--- src/rtl/ipv4_checksum_verify_arbiter_pkg.sv ---
// Shared types for the IPv4 checksum verify arbiter slice.
// The header struct carries every 20-byte header field except version/IHL,
// which are fixed at 4/5 for the headers this path handles.
package ipv4_chksum_pkg;

  localparam int IPV4_HDR_BYTES = 20;

  typedef struct packed {
    logic [5:0]  dscp;
    logic [1:0]  ecn;
    logic [15:0] length;
    logic [15:0] id;
    logic [2:0]  flags;
    logic [12:0] frag_off;
    logic [7:0]  ttl;
    logic [7:0]  protocol;
    logic [15:0] hdr_chksum;
    logic [31:0] src_ip;
    logic [31:0] dst_ip;
  } ipv4_hdr_t;

endpackage

--- src/rtl/ipv4_checksum_verify_arbiter_if.sv ---
// Bundle of requester, verifier and response signals around the arbiter.
// slave  = the arbiter itself; master = parsers/verifier/consumers around it.
interface ipv4_checksum_verify_arbiter_if
  import ipv4_chksum_pkg::*;
#(
  parameter int N_PORTS = 4
);

  localparam int PW = $clog2(N_PORTS);

  logic [N_PORTS-1:0]            req_valid;
  ipv4_hdr_t [N_PORTS-1:0]       req_hdr;
  logic [N_PORTS-1:0]            req_ready;
  logic                          vfy_req;
  ipv4_hdr_t                     vfy_hdr;
  logic                          vfy_output_valid;
  logic                          vfy_chksum_valid;
  logic                          resp_valid;
  logic                          resp_ok;
  logic [PW-1:0]                 resp_port;

  modport slave (
    input  req_valid, req_hdr, vfy_output_valid, vfy_chksum_valid,
    output req_ready, vfy_req, vfy_hdr, resp_valid, resp_ok, resp_port
  );

  modport master (
    output req_valid, req_hdr, vfy_output_valid, vfy_chksum_valid,
    input  req_ready, vfy_req, vfy_hdr, resp_valid, resp_ok, resp_port
  );

endinterface

--- src/rtl/ipv4_checksum_verify_arbiter_tag_fifo.sv ---
// In-order FIFO of port tags for verifies in flight. DEPTH must be a power
// of two >= 2; the extra pointer bit distinguishes full from empty.
module ipv4_chksum_tag_fifo #(
  parameter int W     = 2,
  parameter int DEPTH = 4
) (
  input  logic         clk,
  input  logic         rst_n,
  input  logic         push,
  input  logic         pop,
  input  logic [W-1:0] wdata,
  output logic [W-1:0] rdata,
  output logic         full,
  output logic         empty
);

  localparam int AW = $clog2(DEPTH);

  logic [W-1:0] mem [DEPTH];
  logic [AW:0]  wr_ptr;
  logic [AW:0]  rd_ptr;

  assign empty = (wr_ptr == rd_ptr);
  assign full  = (wr_ptr[AW] != rd_ptr[AW]) && (wr_ptr[AW-1:0] == rd_ptr[AW-1:0]);
  assign rdata = mem[rd_ptr[AW-1:0]];

  // Tag storage; contents are don't-care until written, so no reset.
  always_ff @(posedge clk) begin
    if (push && !full) mem[wr_ptr[AW-1:0]] <= wdata;
  end

  // Read/write pointers; reset empties the FIFO.
  always_ff @(posedge clk or negedge rst_n) begin
    if (!rst_n) begin
      wr_ptr <= '0;
      rd_ptr <= '0;
    end else begin
      if (push && !full) wr_ptr <= wr_ptr + (AW+1)'(1);
      if (pop && !empty) rd_ptr <= rd_ptr + (AW+1)'(1);
    end
  end

endmodule

--- src/rtl/ipv4_checksum_verify_arbiter.sv ---
// Shares one checksum verifier between N_PORTS header requesters.
// Round-robin grant limited by MAX_INFLIGHT credits; the port tag of every
// issue is queued so in-order results are routed back to their port.
// Optional feature macro IPV4_CHKSUM_ARB_STATS_EN adds saturating per-port
// pass/fail counters with a synchronous clear.
module ipv4_checksum_verify_arbiter
  import ipv4_chksum_pkg::*;
#(
  parameter int N_PORTS      = 4,
  parameter int MAX_INFLIGHT = 4
`ifdef IPV4_CHKSUM_ARB_STATS_EN
  , parameter int STATS_W    = 32
`endif
) (
  input  logic clk,
  input  logic rst_n,
  ipv4_checksum_verify_arbiter_if.slave bus,
  output logic err_unexpected
`ifdef IPV4_CHKSUM_ARB_STATS_EN
  , input  logic                             stats_clear,
  output logic [N_PORTS-1:0][STATS_W-1:0]    stats_pass,
  output logic [N_PORTS-1:0][STATS_W-1:0]    stats_fail
`endif
);

  localparam int PW = $clog2(N_PORTS);
  localparam int CW = $clog2(MAX_INFLIGHT + 1);

  logic [PW-1:0] rr_ptr;
  logic [PW-1:0] gnt_idx;
  logic          gnt_found;
  logic          credit;
  logic          accept;
  logic          pop;
  logic [CW-1:0] inflight;
  logic [PW-1:0] tag_rd;
  logic          tag_full;
  logic          tag_empty;

  // Credit depends only on registered state, so a same-cycle return never
  // opens a grant while full.
  assign credit = (inflight < CW'(MAX_INFLIGHT));
  assign accept = gnt_found & credit & ~tag_full;
  assign pop    = bus.vfy_output_valid & ~tag_empty;

  // Round-robin search: first valid requester at or after rr_ptr.
  always_comb begin
    int j;
    gnt_found = 1'b0;
    gnt_idx   = '0;
    j         = 0;
    for (int i = 0; i < N_PORTS; i++) begin
      j = int'(rr_ptr) + i;
      if (j >= N_PORTS) j = j - N_PORTS;
      if (!gnt_found && bus.req_valid[j]) begin
        gnt_found = 1'b1;
        gnt_idx   = PW'(j);
      end
    end
  end

  // One-hot ready for the granted port only.
  always_comb begin
    bus.req_ready = '0;
    if (accept) bus.req_ready[gnt_idx] = 1'b1;
  end

  // Issue stage: strobe and header to the verifier, advance the pointer.
  always_ff @(posedge clk or negedge rst_n) begin
    if (!rst_n) begin
      bus.vfy_req <= 1'b0;
      bus.vfy_hdr <= '0;
      rr_ptr      <= '0;
    end else begin
      bus.vfy_req <= accept;
      if (accept) begin
        bus.vfy_hdr <= bus.req_hdr[gnt_idx];
        if (gnt_idx == PW'(N_PORTS - 1)) rr_ptr <= '0;
        else                             rr_ptr <= gnt_idx + PW'(1);
      end
    end
  end

  // Return stage: route each result to the tag at the FIFO head.
  always_ff @(posedge clk or negedge rst_n) begin
    if (!rst_n) begin
      bus.resp_valid <= 1'b0;
      bus.resp_ok    <= 1'b0;
      bus.resp_port  <= '0;
      err_unexpected <= 1'b0;
    end else begin
      bus.resp_valid <= pop;
      if (pop) begin
        bus.resp_ok   <= bus.vfy_chksum_valid;
        bus.resp_port <= tag_rd;
      end
      if (bus.vfy_output_valid && tag_empty) err_unexpected <= 1'b1;
    end
  end

  // Outstanding-verify credit counter.
  always_ff @(posedge clk or negedge rst_n) begin
    if (!rst_n) begin
      inflight <= '0;
    end else begin
      case ({accept, pop})
        2'b10:   inflight <= inflight + CW'(1);
        2'b01:   inflight <= inflight - CW'(1);
        default: inflight <= inflight;
      endcase
    end
  end

  ipv4_chksum_tag_fifo #(
    .W     (PW),
    .DEPTH (MAX_INFLIGHT)
  ) u_tag_fifo (
    .clk   (clk),
    .rst_n (rst_n),
    .push  (accept),
    .pop   (pop),
    .wdata (gnt_idx),
    .rdata (tag_rd),
    .full  (tag_full),
    .empty (tag_empty)
  );

`ifdef IPV4_CHKSUM_ARB_STATS_EN
  // Saturating per-port pass/fail counters; clear takes priority.
  always_ff @(posedge clk or negedge rst_n) begin
    if (!rst_n) begin
      stats_pass <= '0;
      stats_fail <= '0;
    end else if (stats_clear) begin
      stats_pass <= '0;
      stats_fail <= '0;
    end else if (bus.resp_valid) begin
      if (bus.resp_ok) begin
        if (stats_pass[bus.resp_port] != '1)
          stats_pass[bus.resp_port] <= stats_pass[bus.resp_port] + STATS_W'(1);
      end else begin
        if (stats_fail[bus.resp_port] != '1)
          stats_fail[bus.resp_port] <= stats_fail[bus.resp_port] + STATS_W'(1);
      end
    end
  end
`endif

endmodule

--- src/flat_wrapper.sv ---
// flat-port wrapper written by rule: the top's interface ports become plain ports
module ipv4_checksum_verify_arbiter_flat import ipv4_chksum_pkg::*;
#(
  parameter int N_PORTS      = 4,
  parameter int MAX_INFLIGHT = 4

)
  (clk, rst_n, err_unexpected, bus_req_valid, bus_req_hdr, bus_vfy_output_valid, bus_vfy_chksum_valid, bus_req_ready, bus_vfy_req, bus_vfy_hdr, bus_resp_valid, bus_resp_ok, bus_resp_port);
  ipv4_checksum_verify_arbiter_if #(.N_PORTS(N_PORTS)) bus_i ();
  input  logic clk;
  input  logic rst_n;
  output logic err_unexpected;
  input wire logic [$bits(bus_i.req_valid)-1:0] bus_req_valid;
  input wire logic [$bits(bus_i.req_hdr)-1:0] bus_req_hdr;
  input wire logic [$bits(bus_i.vfy_output_valid)-1:0] bus_vfy_output_valid;
  input wire logic [$bits(bus_i.vfy_chksum_valid)-1:0] bus_vfy_chksum_valid;
  output wire logic [$bits(bus_i.req_ready)-1:0] bus_req_ready;
  output wire logic [$bits(bus_i.vfy_req)-1:0] bus_vfy_req;
  output wire logic [$bits(bus_i.vfy_hdr)-1:0] bus_vfy_hdr;
  output wire logic [$bits(bus_i.resp_valid)-1:0] bus_resp_valid;
  output wire logic [$bits(bus_i.resp_ok)-1:0] bus_resp_ok;
  output wire logic [$bits(bus_i.resp_port)-1:0] bus_resp_port;
  assign bus_i.req_valid = bus_req_valid;
  assign bus_i.req_hdr = bus_req_hdr;
  assign bus_i.vfy_output_valid = bus_vfy_output_valid;
  assign bus_i.vfy_chksum_valid = bus_vfy_chksum_valid;
  assign bus_req_ready = bus_i.req_ready;
  assign bus_vfy_req = bus_i.vfy_req;
  assign bus_vfy_hdr = bus_i.vfy_hdr;
  assign bus_resp_valid = bus_i.resp_valid;
  assign bus_resp_ok = bus_i.resp_ok;
  assign bus_resp_port = bus_i.resp_port;
  ipv4_checksum_verify_arbiter #(.N_PORTS(N_PORTS), .MAX_INFLIGHT(MAX_INFLIGHT)) u_core (.clk(clk), .rst_n(rst_n), .bus(bus_i), .err_unexpected(err_unexpected));
endmodule
--- config.mk ---
export PLATFORM = sky130hd
export DESIGN_NAME = ipv4_checksum_verify_arbiter_flat
export DESIGN_NICKNAME = d
export VERILOG_FILES = /design/src/rtl/ipv4_checksum_verify_arbiter_pkg.sv /design/src/rtl/ipv4_checksum_verify_arbiter_if.sv /design/src/rtl/ipv4_checksum_verify_arbiter_tag_fifo.sv /design/src/rtl/ipv4_checksum_verify_arbiter.sv /design/src/flat_wrapper.sv
export SDC_FILE = /design/constraint.sdc
export NUM_CORES = 1
export LEC_CHECK = 0
export ABC_AREA = 1
export CORE_AREA = 2 2 302 304
export DETAILED_ROUTE_END_ITERATION = 10
export DIE_AREA = 0 0 304 306
export DONT_BUFFER_PORTS = 1
export SYNTH_ARGS = -nofsm -noshare
export SYNTH_HDL_FRONTEND = slang
export SYNTH_HIERARCHICAL = 1
export SYNTH_SLANG_ARGS = --single-unit
export TNS_END_PERCENT = 100
--- constraint.sdc ---
create_clock -name clk -period 4.6 [get_ports clk]
set_clock_uncertainty 0.05 [all_clocks]
set_input_delay 1.15 -clock clk [delete_from_list [all_inputs] [get_ports clk]]
set_output_delay 1.15 -clock clk [all_outputs]
set_load 0.005 [all_outputs]
==> out/summary.md, run 1 <==
The total congestion overflow after global routing was 0; the post-detailed-route wirelength per cell was 18.97 µm. The floorplan core area was 89,600 µm². The tools report the first-pass GRT wire length as 102.3 mm.

The count of max-cap constraint violations was 0; the number of standard cells in the final layout excluding fillers was 3,722. The flow ran to the end, and the final reports show no timing, DRC or antenna violations. At the end of routability-driven placement, the weighted congestion stood at 0.9439. In this run the deepest clock path goes through 2 buffers. The clock-pin slew on the worst setup and hold paths works out to 0.08 ns. Timing analysis after detailed placement gives a worst setup slack of 0.7477 ns.

The floorplan step set the die width to 304 µm. The worst IR drop on VDD is 1436 µV. Dividing the detail-routed via count by the number of cells gives 4.501. The total count of max-transition violations in the final report is 0.

The tools report the total via count in the routed design as 16,750. TritonCTS built the clock tree. The minimum clock period is 3.993 ns.

In the final timing run, aggregate negative setup slack is 0 ns. At the worst endpoint, the arrival time is 2.79 ns. Counting every net in the synthesized netlist gives 3,305.

The area of placed instances came out at 16,390 µm². Proportion of synthesized flip-flops having asynchronous set or reset: 0.9548. The count of buffers added on input and output ports is 0. Setup repair after global routing left no endpoint under its margin. The hold-fix buffer count after cts is 0. The synthesized area per cell was 5.753 µm². The run gives 10 as the initial antenna violation count. The critical path in this run is classified as reg2out. The min-delay analysis places its worst path in the category in2async. Entering global routing, the biggest net connects 170 pins. After synthesis, the netlist uses 27 different library cells. The required time at the worst-slack endpoint is 3.40 ns, and the final worst slack is 0.6066 ns. Clock tree synthesis selected as its root buffer the cell sky130_fd_sc_hd__clkbuf_16. Clock tree synthesis inserted a total of 17 buffers. After synthesis the cells add up to 15,410 µm².

The floorplan step set the die height to 306 µm. The area enclosed by the die boundary came out at 93,020 µm². The synthesized design contains 8 enable-type register cells.

The tools report the post-detailed-placement half-perimeter wirelength as 51.06 mm. For this run, the leading register cell type out of synthesis is sky130_fd_sc_hd__dfrtp_1. After detailed placement, the design holds a cell count of 3,685.

The count of cells resized by post-cts repair came out at 0. Timing would allow up to 250.4 MHz. Summed over all layers, the routed wires come to 70.60 mm. The number of levels the H-tree was split into is 4. The synthesis-to-finish area growth works out to 10.31%. The most common library cell in the layout ignoring fill and taps was sky130_fd_sc_hd__nand2_1. The count of final hold-check violations is 0. The share of layout cells above drive strength 1 is 0.03070, and the count of nets left with antenna violations after detail routing is 0.

The clock insertion delay at the later pin of the skew report is 0.51 ns, and the effective utilization at floorplan is 0.1720. The tools report the endpoint kind of the worst setup timing path as an output pin. The net count of the finished layout is 3,155. The total setup buffers inserted after CTS was 0.

The synthesized design contains 177 register bits. The post-route clock period utilization works out to 0.8681. The number of global-route vias before repair came out at 15,590. The worst register-to-register path has a depth of 14. Setup violations remaining at the end of the flow were counted as 0. The total global-route track usage came out at 0.1461. For this design the static power due to leakage is 10.27 nW. The initialized floorplan defines 110 standard-cell rows. The layer flagged by global routing as most heavily used is met2.

The transition time at the pin with the least slew margin was 1.098 ns; the clock net sink count was 177. The met1 track demand over resource in global routing was 0.1859; the iteration count of the initial detailed-routing pass was 7. Final hold analysis gives a worst-case slack of 0.2822 ns. Leaving out fill and tap cells, the most frequent cells in the layout are sky130_fd_sc_hd__nand2_1 (981), sky130_fd_sc_hd__inv_1 (638), sky130_fd_sc_hd__nand3_1 (319), sky130_fd_sc_hd__nand4_1 (304), sky130_fd_sc_hd__dfrtp_1 (169). The synthesized netlist cell count is 2,678. The tools report the routing usage on met2 as 0.2254. The post-detailed-route DRC marker count came out at 0.

During synthesis, Yosys emitted a total of 6 warnings. Power density normalized to cell area: 1092 nW/µm². For the sequential area share after synthesis, the log shows 0.2901. Along the worst path, the maximum fanout reaches 10. Pin placement for this block handled 778 I/O pins. The logs give 0.2680 for the relative slew slack and 17,000 µm² for the final instance area. The logs give 0.04382 for the met3 usage and 1,615 for the detailed router's first-iteration violation count. STA classifies the critical path startpoint as a flip-flop.
-- flip-flops by register name, summed over array words and instances, names as in the netlist --
name	cells
u_core/inflight	3
u_core/rr_ptr	2
u_core/bus.resp_ok	1
u_core/u_tag_fifo/rd_ptr	3
u_core/err_unexpected	1
u_core/u_tag_fifo/mem	8
u_core/bus.vfy_hdr	152
u_core/bus.resp_port	2
u_core/bus.vfy_req	1
u_core/u_tag_fifo/wr_ptr	3
u_core/bus.resp_valid	1
-- worst max-delay path, cell delays in order (launching register included) --
cell and delay [ns]:
sky130_fd_sc_hd__dfrtp_1 0.64, sky130_fd_sc_hd__inv_4 0.16, sky130_fd_sc_hd__nand2_1 0.09, sky130_fd_sc_hd__nand2_1 0.11, sky130_fd_sc_hd__nand2_1 0.08, sky130_fd_sc_hd__nand2_1 0.05, sky130_fd_sc_hd__nand2_1 0.11, sky130_fd_sc_hd__nand2_1 0.14
sky130_fd_sc_hd__nand2_8 0.11, sky130_fd_sc_hd__nand3_4 0.13, sky130_fd_sc_hd__inv_1 0.20, sky130_fd_sc_hd__ha_1 0.24, sky130_fd_sc_hd__inv_1 0.05, sky130_fd_sc_hd__nor2_1 0.16
-- cells by family (layout without fill, tap and decap cells) --
family | Yosys count | after routing | share of synthesized area
fa+ha+maj | 11 | 11 | 0.009420
flops | 177 | 177 | 0.2901
simple gates | 1628 | 1628 | 0.4751
xor+xnor | 5 | 5 | 0.002843
other cells | 0 | 5 | 0
buf+inv | 844 | 707 | 0.2180
compound gates | 13 | 13 | 0.004547
-- stage by stage --
| step | total power, mW | utilization |
|---|---|---|
| finish | 18.57 | 0.1897 |
| global route | 20.41 | 0.1896 |
| CTS | 18.65 | 0.1895 |
| detailed placement | 16.95 | 0.1829 |
| global placement | 16.86 | 0.1829 |
| floorplan | 12.85 | - |
-- metal layers --
layer  share of wire  up-vias
li1                -     7913
met1            0.42     7827
met2            0.45      890
met3           0.087      115
met4           0.038        6
met5         0.00050        -
-- synthesized netlist by cell type (9+ instances only) --
library cell | number | area share
sky130_fd_sc_hd__nand3_1 | 320 | 0.10
sky130_fd_sc_hd__o21ai_0 | 9 | 0.0029
sky130_fd_sc_hd__dfrtp_1 | 169 | 0.27
sky130_fd_sc_hd__buf_1 | 30 | 0.0073
sky130_fd_sc_hd__nand2_1 | 981 | 0.24
sky130_fd_sc_hd__buf_4 | 18 | 0.0088
sky130_fd_sc_hd__nor2_1 | 15 | 0.0037
sky130_fd_sc_hd__ha_1 | 10 | 0.0081
sky130_fd_sc_hd__inv_1 | 639 | 0.16
sky130_fd_sc_hd__nand4_1 | 304 | 0.12
sky130_fd_sc_hd__clkbuf_1 | 96 | 0.023
sky130_fd_sc_hd__buf_2 | 48 | 0.016
-- power by group --
part           total [mW]  switching [mW]  internal [mW]  leakage, nW
sequential           3.38           0.895           2.48         2.14
combinational        13.6            9.71           3.89         7.84
clock                1.59           0.775          0.814        0.289
total                18.6            11.4           7.19         10.3
-- worst paths after layout --
path                                         start                 endpoint  slack, ns
worst min register to register  u_core/inflight[0]       u_core/inflight[0]       0.43
worst max register to register    u_core/rr_ptr[0]   u_core/bus.vfy_hdr[65]       1.31
max in group asynchronous                    rst_n   u_core/bus.vfy_hdr[71]       3.83
worst max-delay path              u_core/rr_ptr[0]         bus_req_ready[1]       0.61
worst min-delay path                         rst_n  u_core/bus.vfy_hdr[124]       0.28
min in group clk                u_core/inflight[0]       u_core/inflight[0]       0.43
-- area by class of cell --
type,count,area (µm²)
Antenna cell,5,12.51
Inverter,644,2430
Clock inverter,15,170.2
Sequential cell,177,4469
Clock buffer,17,425.4
Timing Repair Buffer,31,382.9
Fill cell,10450,72600
Multi-Input combinational cell,1657,7634
Tap cell,1176,1471
No activity file was read; power rests on OpenSTA's default activity.
==> run 2: changes to the inputs <==
--- a/config.mk
+++ b/config.mk
@@ -5,11 +5,11 @@
 export SDC_FILE = /design/constraint.sdc
 export NUM_CORES = 1
 export LEC_CHECK = 0
-export ABC_AREA = 1
-export CORE_AREA = 2 2 302 304
+export CORE_AREA = 2 2 304 306
 export DETAILED_ROUTE_END_ITERATION = 10
-export DIE_AREA = 0 0 304 306
+export DIE_AREA = 0 0 306 308
 export DONT_BUFFER_PORTS = 1
+export RECOVER_POWER = 25
 export SYNTH_ARGS = -nofsm -noshare
 export SYNTH_HDL_FRONTEND = slang
 export SYNTH_HIERARCHICAL = 1
==> run 2 against run 1 <==
Compared with the run above:
- die area grew 1.3%
- worst hold slack improved by 0.012 ns
- maximum frequency up 9.8%
- sequential share of layout area rose by 5.1 points
- global-route usage is 1.3 points lower
- flip-flop and latch count is the same
- wire length decreased by 6.5%
- largest cell class unchanged
- highest routed layer unchanged
==> out/summary.md, run 2 <==
The flow ran to the end, and the final reports show no timing, DRC or antenna violations. Via count normalized by instance count: 4.855 (+7.9%). Count of cells resized by post-cts repair: 0 (unchanged). STA classifies the critical path endpoint as an output pin. The proportion of synthesized flip-flops having asynchronous set or reset was 0.9548 (unchanged); the post-detailed-placement half-perimeter wirelength was 48.93 mm (-4.2%). The logs give 0.9448 (about the same) for the placer's final routability congestion estimate and 94,250 µm² (+1.3%) for the area enclosed by the die boundary. The number of flip-flops in the largest register is 152 (unchanged). The required time at the worst-slack endpoint is 3.40 ns (about the same), and the first-pass GRT wire length is 89.05 mm (-13%). The post-detailed-route DRC marker count was 0 (unchanged); the total setup buffers inserted after CTS was 0 (unchanged). The synthesized area per cell came out at 9.144 µm² (+59%). Maximum clock insertion buffer count: 2 (unchanged). The number of global-route vias before repair was 11,410 (-27%). The logs give 0.1583 (-0.1097) for the relative slew slack and 111 (+0.91%) for the row count.

Peak fanout along the critical path: 8 (-2). The synthesized netlist cell count came out at 1,350 (-50%). The initial antenna violation count came out at 22 (+12). The total via count in the routed design was 11,850 (-29%); the share of the synthesized area in the top cell type was 0.3426 (+0.06811).

The post-detailed-route wirelength per cell works out to 27.03 µm (+43%). The wire length after detailed routing came out at 65.99 mm (-6.5%). For the count of max-cap constraint violations, the log shows 0 (unchanged). TritonCTS built the clock tree. The setup-violating endpoint count in the final report was 0 (unchanged). The synthesis-to-finish area growth works out to 15.49%.

More flip-flops sit in one register than any other, and that register is u_core/bus.vfy_hdr. For the number of levels the H-tree was split into, the log shows 4 (unchanged). Class of the tightest hold or removal check: in2async.

The worst setup path is of the in2out kind. For the worst IR drop on VDD, the log shows 330.5 µV (-77%). The total global-route track usage is 0.1327 (-0.01335). Setup repair after global routing left no endpoint under its margin. The logs give 17 (unchanged) for the total clock buffers created by CTS and 0 (unchanged) for the count of nets left with antenna violations after detail routing. The post-synthesis cell type count came out at 43 (+59%). Number of nets at the end of the flow: 1,857 (-41%). The number of enable flip-flop cells after synthesis works out to 8 (unchanged). The effective utilization at floorplan came out at 0.1357 (-0.03626). Sorting the synthesized cells by how often they occur yields sky130_fd_sc_hd__dfrtp_1 (169), sky130_fd_sc_hd__nand2_1 (159), sky130_fd_sc_hd__o31ai_1 (157), sky130_fd_sc_hd__a21o_1 (155), sky130_fd_sc_hd__mux2i_1 (153). The root buffer cell chosen for the clock tree is sky130_fd_sc_hd__clkbuf_16. The total congestion overflow after global routing was 0 (unchanged); the clock-pin slew on the worst setup and hold paths was 0.07 ns (about the same). The register bit total from synthesis works out to 177 (unchanged). Leaving out fill and tap cells, the most frequent cells in the layout are sky130_fd_sc_hd__dfrtp_1 (169), sky130_fd_sc_hd__nand2_1 (158), sky130_fd_sc_hd__o31ai_1 (157), sky130_fd_sc_hd__a21o_1 (154), sky130_fd_sc_hd__mux2i_1 (153). sky130_fd_sc_hd__dfrtp_1 takes more of the synthesized area than any other cell. The die extent in x is 306 µm (+0.66%), and the transition time at the pin with the least slew margin is 1.263 ns (+0.1645 ns). The worst-case register-to-register setup slack was 1.63 ns (+0.32 ns); the share of layout cells above drive strength 1 was 0.06356 (+0.03286). The height of the chip came out at 308 µm (+0.65%).

The maximum clock frequency is 274.9 MHz (+9.8%). The total count of max-transition violations in the final report was 0 (unchanged); the worst reg-to-reg path cell count was 8 (-6). The logs give 2.44 ns (-0.35 ns) for the data arrival time of the critical path and 12,340 µm² (-20%) for the synthesized area. The power density normalized to cell area came out at 738.0 nW/µm² (-32%).

The capture instance of the worst register-to-register path was u_core/bus.vfy_hdr[115]. The tools report the worst setup path startpoint as bus_req_valid[3]. The post-synthesis net count was 1,977 (-40%); the sequential area share after synthesis was 0.3621 (+0.07198). The minimum clock period was 3.638 ns (-0.3558 ns). The run gives 0 (unchanged) as the count of final hold-check violations. The hold-fix buffer count after cts is 0 (unchanged). The library cell used most frequently in the layout, excluding fill and tap cells, is sky130_fd_sc_hd__dfrtp_1. Leakage power: 5.615 nW (-45%). The tools report the maximum number of pins on one net before global-route repair as 170 (unchanged). The count of port buffers added during placement was 0 (unchanged). For the I/O pin count, the log shows 778 (unchanged).

By instance count, the leading cell after synthesis is sky130_fd_sc_hd__dfrtp_1. The tools report the final setup TNS as 0 ns (unchanged). The hold slack came out at 0.2943 ns (+0.01202 ns). The post-route clock period utilization is 0.7908 (-0.07735). In the synthesized netlist the dominant register cell turns out to be sky130_fd_sc_hd__dfrtp_1. Clock insertion delay at the later pin of the skew report: 0.50 ns (about the same). The startpoint identified for the worst register-to-register timing path is u_core/rr_ptr[0].

For the number of warning messages in the yosys log, the log shows 6 (unchanged). The tools report the iteration count of the initial detailed-routing pass as 5 (-2). The critical path startpoint category is an input port. The detailed router's first-iteration violation count was 1,191 (-26%).

The clock net sink count was 177 (unchanged). Yosys attributes the largest share of cell area to sky130_fd_sc_hd__dfrtp_1 (34%), sky130_fd_sc_hd__mux2i_1 (12%), sky130_fd_sc_hd__o31ai_1 (9.5%). For the floorplan core area, the log shows 90,970 µm² (+1.5%).
## run 2: through the flow
stage	cell area (µm²)	cells	util	worst slack [ns]	power, mW
finish	14260	2441	0.1567	0.9624	10.52
global placement	13600	2397	0.1495	0.9590	8.784
global route	14250	2439	0.1567	0.8234	11.21
detailed placement	13600	2397	0.1495	0.9478	8.884
floorplan	12340	1350	-	0.8777	6.840
CTS	14230	2429	0.1564	0.9454	10.60
## run 2: layer usage
layer / vias to the layer above / GRT usage / part of all wire
met2: 900 / 0.2027 / 0.45
met1: 5753 / 0.1568 / 0.39
met3: 175 / 0.06040 / 0.12
met4: 22 / 0.06576 / 0.045
met5: - / 0 / 0.0020
li1: 5000 / - / -
## run 2: cell families (layout without fill, tap and decap cells)
group / after synthesis / after routing / synth area share
other: 0 / 12 / 0
AO/OA/AOI/OAI: 478 / 478 / 0.2900
multiplexers: 158 / 158 / 0.1304
adder cells (fa/ha/maj): 11 / 11 / 0.01176
AND/OR/NAND/NOR: 338 / 338 / 0.1379
flip-flops: 177 / 177 / 0.3621
buffers and inverters: 176 / 69 / 0.05747
XOR/XNOR: 12 / 12 / 0.01034
## run 2: critical path, cell delays in order
cell and delay (ns):
sky130_fd_sc_hd__nand2b_1 0.11, sky130_fd_sc_hd__a211oi_1 0.46, sky130_fd_sc_hd__nor2_1 0.13, sky130_fd_sc_hd__buf_4 0.20
sky130_fd_sc_hd__ha_1 0.20, sky130_fd_sc_hd__and2_1 0.18
## run 2: worst max-delay path by stage
stage,to,slack [ns],depth (start not counted)
6_report,bus_req_ready[3],0.96,6
2_1_floorplan,bus_req_ready[0],0.88,8
3_5_place_dp,bus_req_ready[3],0.95,6
3_3_place_gp,bus_req_ready[0],0.96,7
4_1_cts,bus_req_ready[3],0.95,6
5_1_grt,bus_req_ready[2],0.82,6
## run 2: area by class of cell
cell class | count | area (µm²)
antenna | 12 | 30.03
clock buffer | 21 | 491.7
clock inverter | 11 | 136.4
fill | 10250 | 76710
inverter | 10 | 45.04
multi-input combinational | 997 | 7234
sequential | 177 | 4469
tap | 1186 | 1484
timing repair buffer | 27 | 365.4
## run 2: where the power goes
part	switching, mW	internal [mW]
clock network	0.770	0.889
logic	3.45	2.02
registers	1.02	2.37
==> run 3: changes to the inputs <==
==> constraint.sdc (replaced) <==
create_clock -name clk -period 3.8 [get_ports clk]
set_clock_uncertainty 0.05 [all_clocks]
set_input_delay 0.95 -clock clk [delete_from_list [all_inputs] [get_ports clk]]
set_output_delay 0.95 -clock clk [all_outputs]
set_load 0.005 [all_outputs]
==> run 3 against run 2 <==
Compared with the run above:
- clock power grew 11%
- first-iteration DRC count is the same
- final area grew 1.7%
- final cell count grew 1.6%
- combinational power grew 26%
- register-to-register slack lost 0.97 ns
- critical path type is now reg2out
- wire length grew 1.6%
- utilization grew 0.27 points
- clock-buffer cell count shrank 2
==> out/summary.md, run 3 (synthesis gave the netlist of run 2 again) <==
The run finished with clean final reports. The dominant delay contributor by cell family on the critical path was simple AND/OR/NAND/NOR gates. In the layout the commonest cells are sky130_fd_sc_hd__dfrtp_1 (169), sky130_fd_sc_hd__nand2_1 (158), sky130_fd_sc_hd__o31ai_1 (157), sky130_fd_sc_hd__a21o_1 (154), sky130_fd_sc_hd__mux2i_1 (153). Post-detailed-route wirelength per cell: 27.03 µm (about the same). The total global-route track usage was 0.1366 (+0.003906); the worst IR drop on VDD was 678.4 µV (+110%).

The logs give 0 (unchanged) for the post-detailed-route DRC marker count and 1,191 (unchanged) for the detailed router's first-iteration violation count. The area used by multi-input combinational logic was 7234 µm² (unchanged). For the number of levels the H-tree was split into, the log shows 4 (unchanged).

The tree is rooted in a sky130_fd_sc_hd__clkbuf_16. Cell with the largest stage delay on the worst path: sky130_fd_sc_hd__dfrtp_1. The logs give 2.80 ns (-0.60 ns) for the required time at the worst-slack endpoint and 91.12 mm (+2.3%) for the first-pass GRT wire length. The clock insertion delay at the later pin of the skew report is 0.51 ns (about the same), and the maximum clock insertion buffer count is 2 (unchanged). The hold-fix buffer count after cts is 0 (unchanged). The area enclosed by the die boundary came out at 94,250 µm² (unchanged). The count of port buffers added during placement is 0 (unchanged). Leaving out fill and tap cells, the most frequent cell in the layout is sky130_fd_sc_hd__dfrtp_1. The share of layout cells above drive strength 1 came out at 0.08484 (+0.02128). The synthesis-to-finish area growth is 17.44%, and the sequential cell area in the final layout is 4469 µm² (unchanged). The setup-violating endpoint count in the final report was 0 (unchanged).

The row count came out at 111 (unchanged). The logs give 0.09061 ns (-0.2037 ns) for the hold slack and 50.38 mm (+3.0%) for the post-detailed-placement half-perimeter wirelength. The total via count in the routed design is 11,860 (+0.068%). TritonCTS built the clock tree. The leakage power came out at 5.748 nW (+2.4%).

The via count normalized by instance count is 4.783 (-1.5%), and the worst-case register-to-register setup slack is 0.66 ns (-0.97 ns). The tools report the total count of max-transition violations in the final report as 0 (unchanged). The tools report the data arrival time of the critical path as 2.53 ns (+0.09 ns). The endpoint kind of the worst setup timing path was an output pin.

The peak fanout along the critical path is 13 (+5), and the total clock buffers created by CTS is 17 (unchanged). The run gives 0.1357 (unchanged) as the effective utilization at floorplan. Maximum clock frequency: 283.4 MHz. The share of the core filled with cells in the final layout was 0.1594 (+0.002655); the count of max-cap constraint violations was 0 (unchanged).

The final setup TNS is 0 ns (unchanged). The run gives 0 (unchanged) as the total setup buffers inserted after CTS. Walking the worst path, the cells encountered are xnor2_2, nand3_1, inv_1, a211o_4, clkinv_1, and2_1. The relative slew slack is 0.3376 (+0.1793), and the final total power is 12.84 mW (+22%). The run gives 29.79 mm (+1.2%) as the met2 wirelength from detailed routing.

The die extent in x was 306 µm (unchanged); the count of cells resized by post-cts repair was 0 (unchanged). The transition time at the pin with the least slew margin is 0.9936 ns (-0.2690 ns), and the placer's final routability congestion estimate is 0.9736 (+3.0%). The maximum cell stage delay along the critical path came out at 0.54 ns (+0.08 ns).

The I/O pin count is 778 (unchanged). The critical path startpoint category was a flip-flop. The clock-pin slew on the worst setup and hold paths works out to 0.08 ns (about the same). The tools report the number of nets at the end of the flow as 1,887 (+1.6%). Number of flip-flops in the largest register: 152 (unchanged).

Setup repair after global routing left no endpoint under its margin. The logs give 7 (+2) for the iteration count of the initial detailed-routing pass and 11,700 (+2.6%) for the number of global-route vias before repair. The post-route clock period utilization came out at 0.9286.

The tightest min-delay check is of the in2async type. Floorplan core area: 90,970 µm² (unchanged). The power density normalized to cell area works out to 885.7 nW/µm² (+20%). For the count of nets left with antenna violations after detail routing, the log shows 0 (unchanged). The critical path in this run is classified as reg2out.

For the clock net sink count, the log shows 177 (unchanged). The maximum number of pins on one net before global-route repair was 170 (unchanged). The met1 wire length came out at 26.60 mm (+4.3%). Largest register by flop count: u_core/bus.vfy_hdr. The height of the chip was 308 µm (unchanged); the minimum clock period was 3.529 ns.

Signal routing reaches up to met5. The logs give 67.01 mm (+1.6%) for the wire length after detailed routing and 23 (+4.5%) for the initial antenna violation count. The count of final hold-check violations is 0 (unchanged), and the total congestion overflow after global routing is 0 (unchanged).

The filler cell count is 10,270 (+0.21%), and the worst path buffer plus inverter count is 2 (+1). The tools report the detailed route wirelength on metal3 as 7.285 mm (-7.8%).
[run 3: cell count changes in the layout (fill, tap and decap cells not counted), moves of 2 or more]
cell                        delta
sky130_fd_sc_hd__diode_2       +8
sky130_fd_sc_hd__clkinv_4      +2
sky130_fd_sc_hd__buf_12        +5
sky130_fd_sc_hd__clkbuf_8      -2
sky130_fd_sc_hd__bufinv_16     -2
sky130_fd_sc_hd__buf_4        +25
[run 3: where the power goes]
group	internal (mW)	switching [mW]	total, mW
Combinational	2.62	4.25	6.87
Sequential	2.87	1.26	4.12
Clock	0.879	0.965	1.84
[run 3: final cells by class]
type	count	area share
antenna	20	0.003452
multi-input combinational	997	0.4990
clock buffer	19	0.03055
tap	1186	0.1024
timing repair buffer	57	0.04505
inverter	10	0.003107
sequential	177	0.3083
clock inverter	13	0.008199
[run 3: metrics by stage]
stage | setup slack (ns) | instance area, µm² | std cells
after floorplan | 0.4777 | 12340 | 1350
after global placement | 0.5336 | 13890 | 2427
after detailed placement | 0.5611 | 13890 | 2427
after CTS | 0.1642 | 14450 | 2459
after global routing | 0.06677 | 14490 | 2474
final | 0.2714 | 14500 | 2479
[run 3: layer usage]
layer,up-vias,track usage
met5,-,0
li1,5074,-
met4,8,0.08443
met3,147,0.05470
met1,5845,0.1639
met2,784,0.2035
[run 3: path summary, 6_finish.rpt]
path                                             startpoint                       to  cells past startpoint
min in group clk                         u_core/inflight[0]       u_core/inflight[0]                      1
worst max register to register  u_core/u_tag_fifo/rd_ptr[0]  u_core/bus.vfy_hdr[134]                     11
worst max-delay path            u_core/u_tag_fifo/rd_ptr[0]         bus_req_ready[2]                      6
max in group asynchronous                             rst_n  u_core/bus.vfy_hdr[142]                      0
worst min register to register           u_core/inflight[0]       u_core/inflight[0]                      1
worst min-delay path                                  rst_n   u_core/bus.vfy_hdr[85]                      0
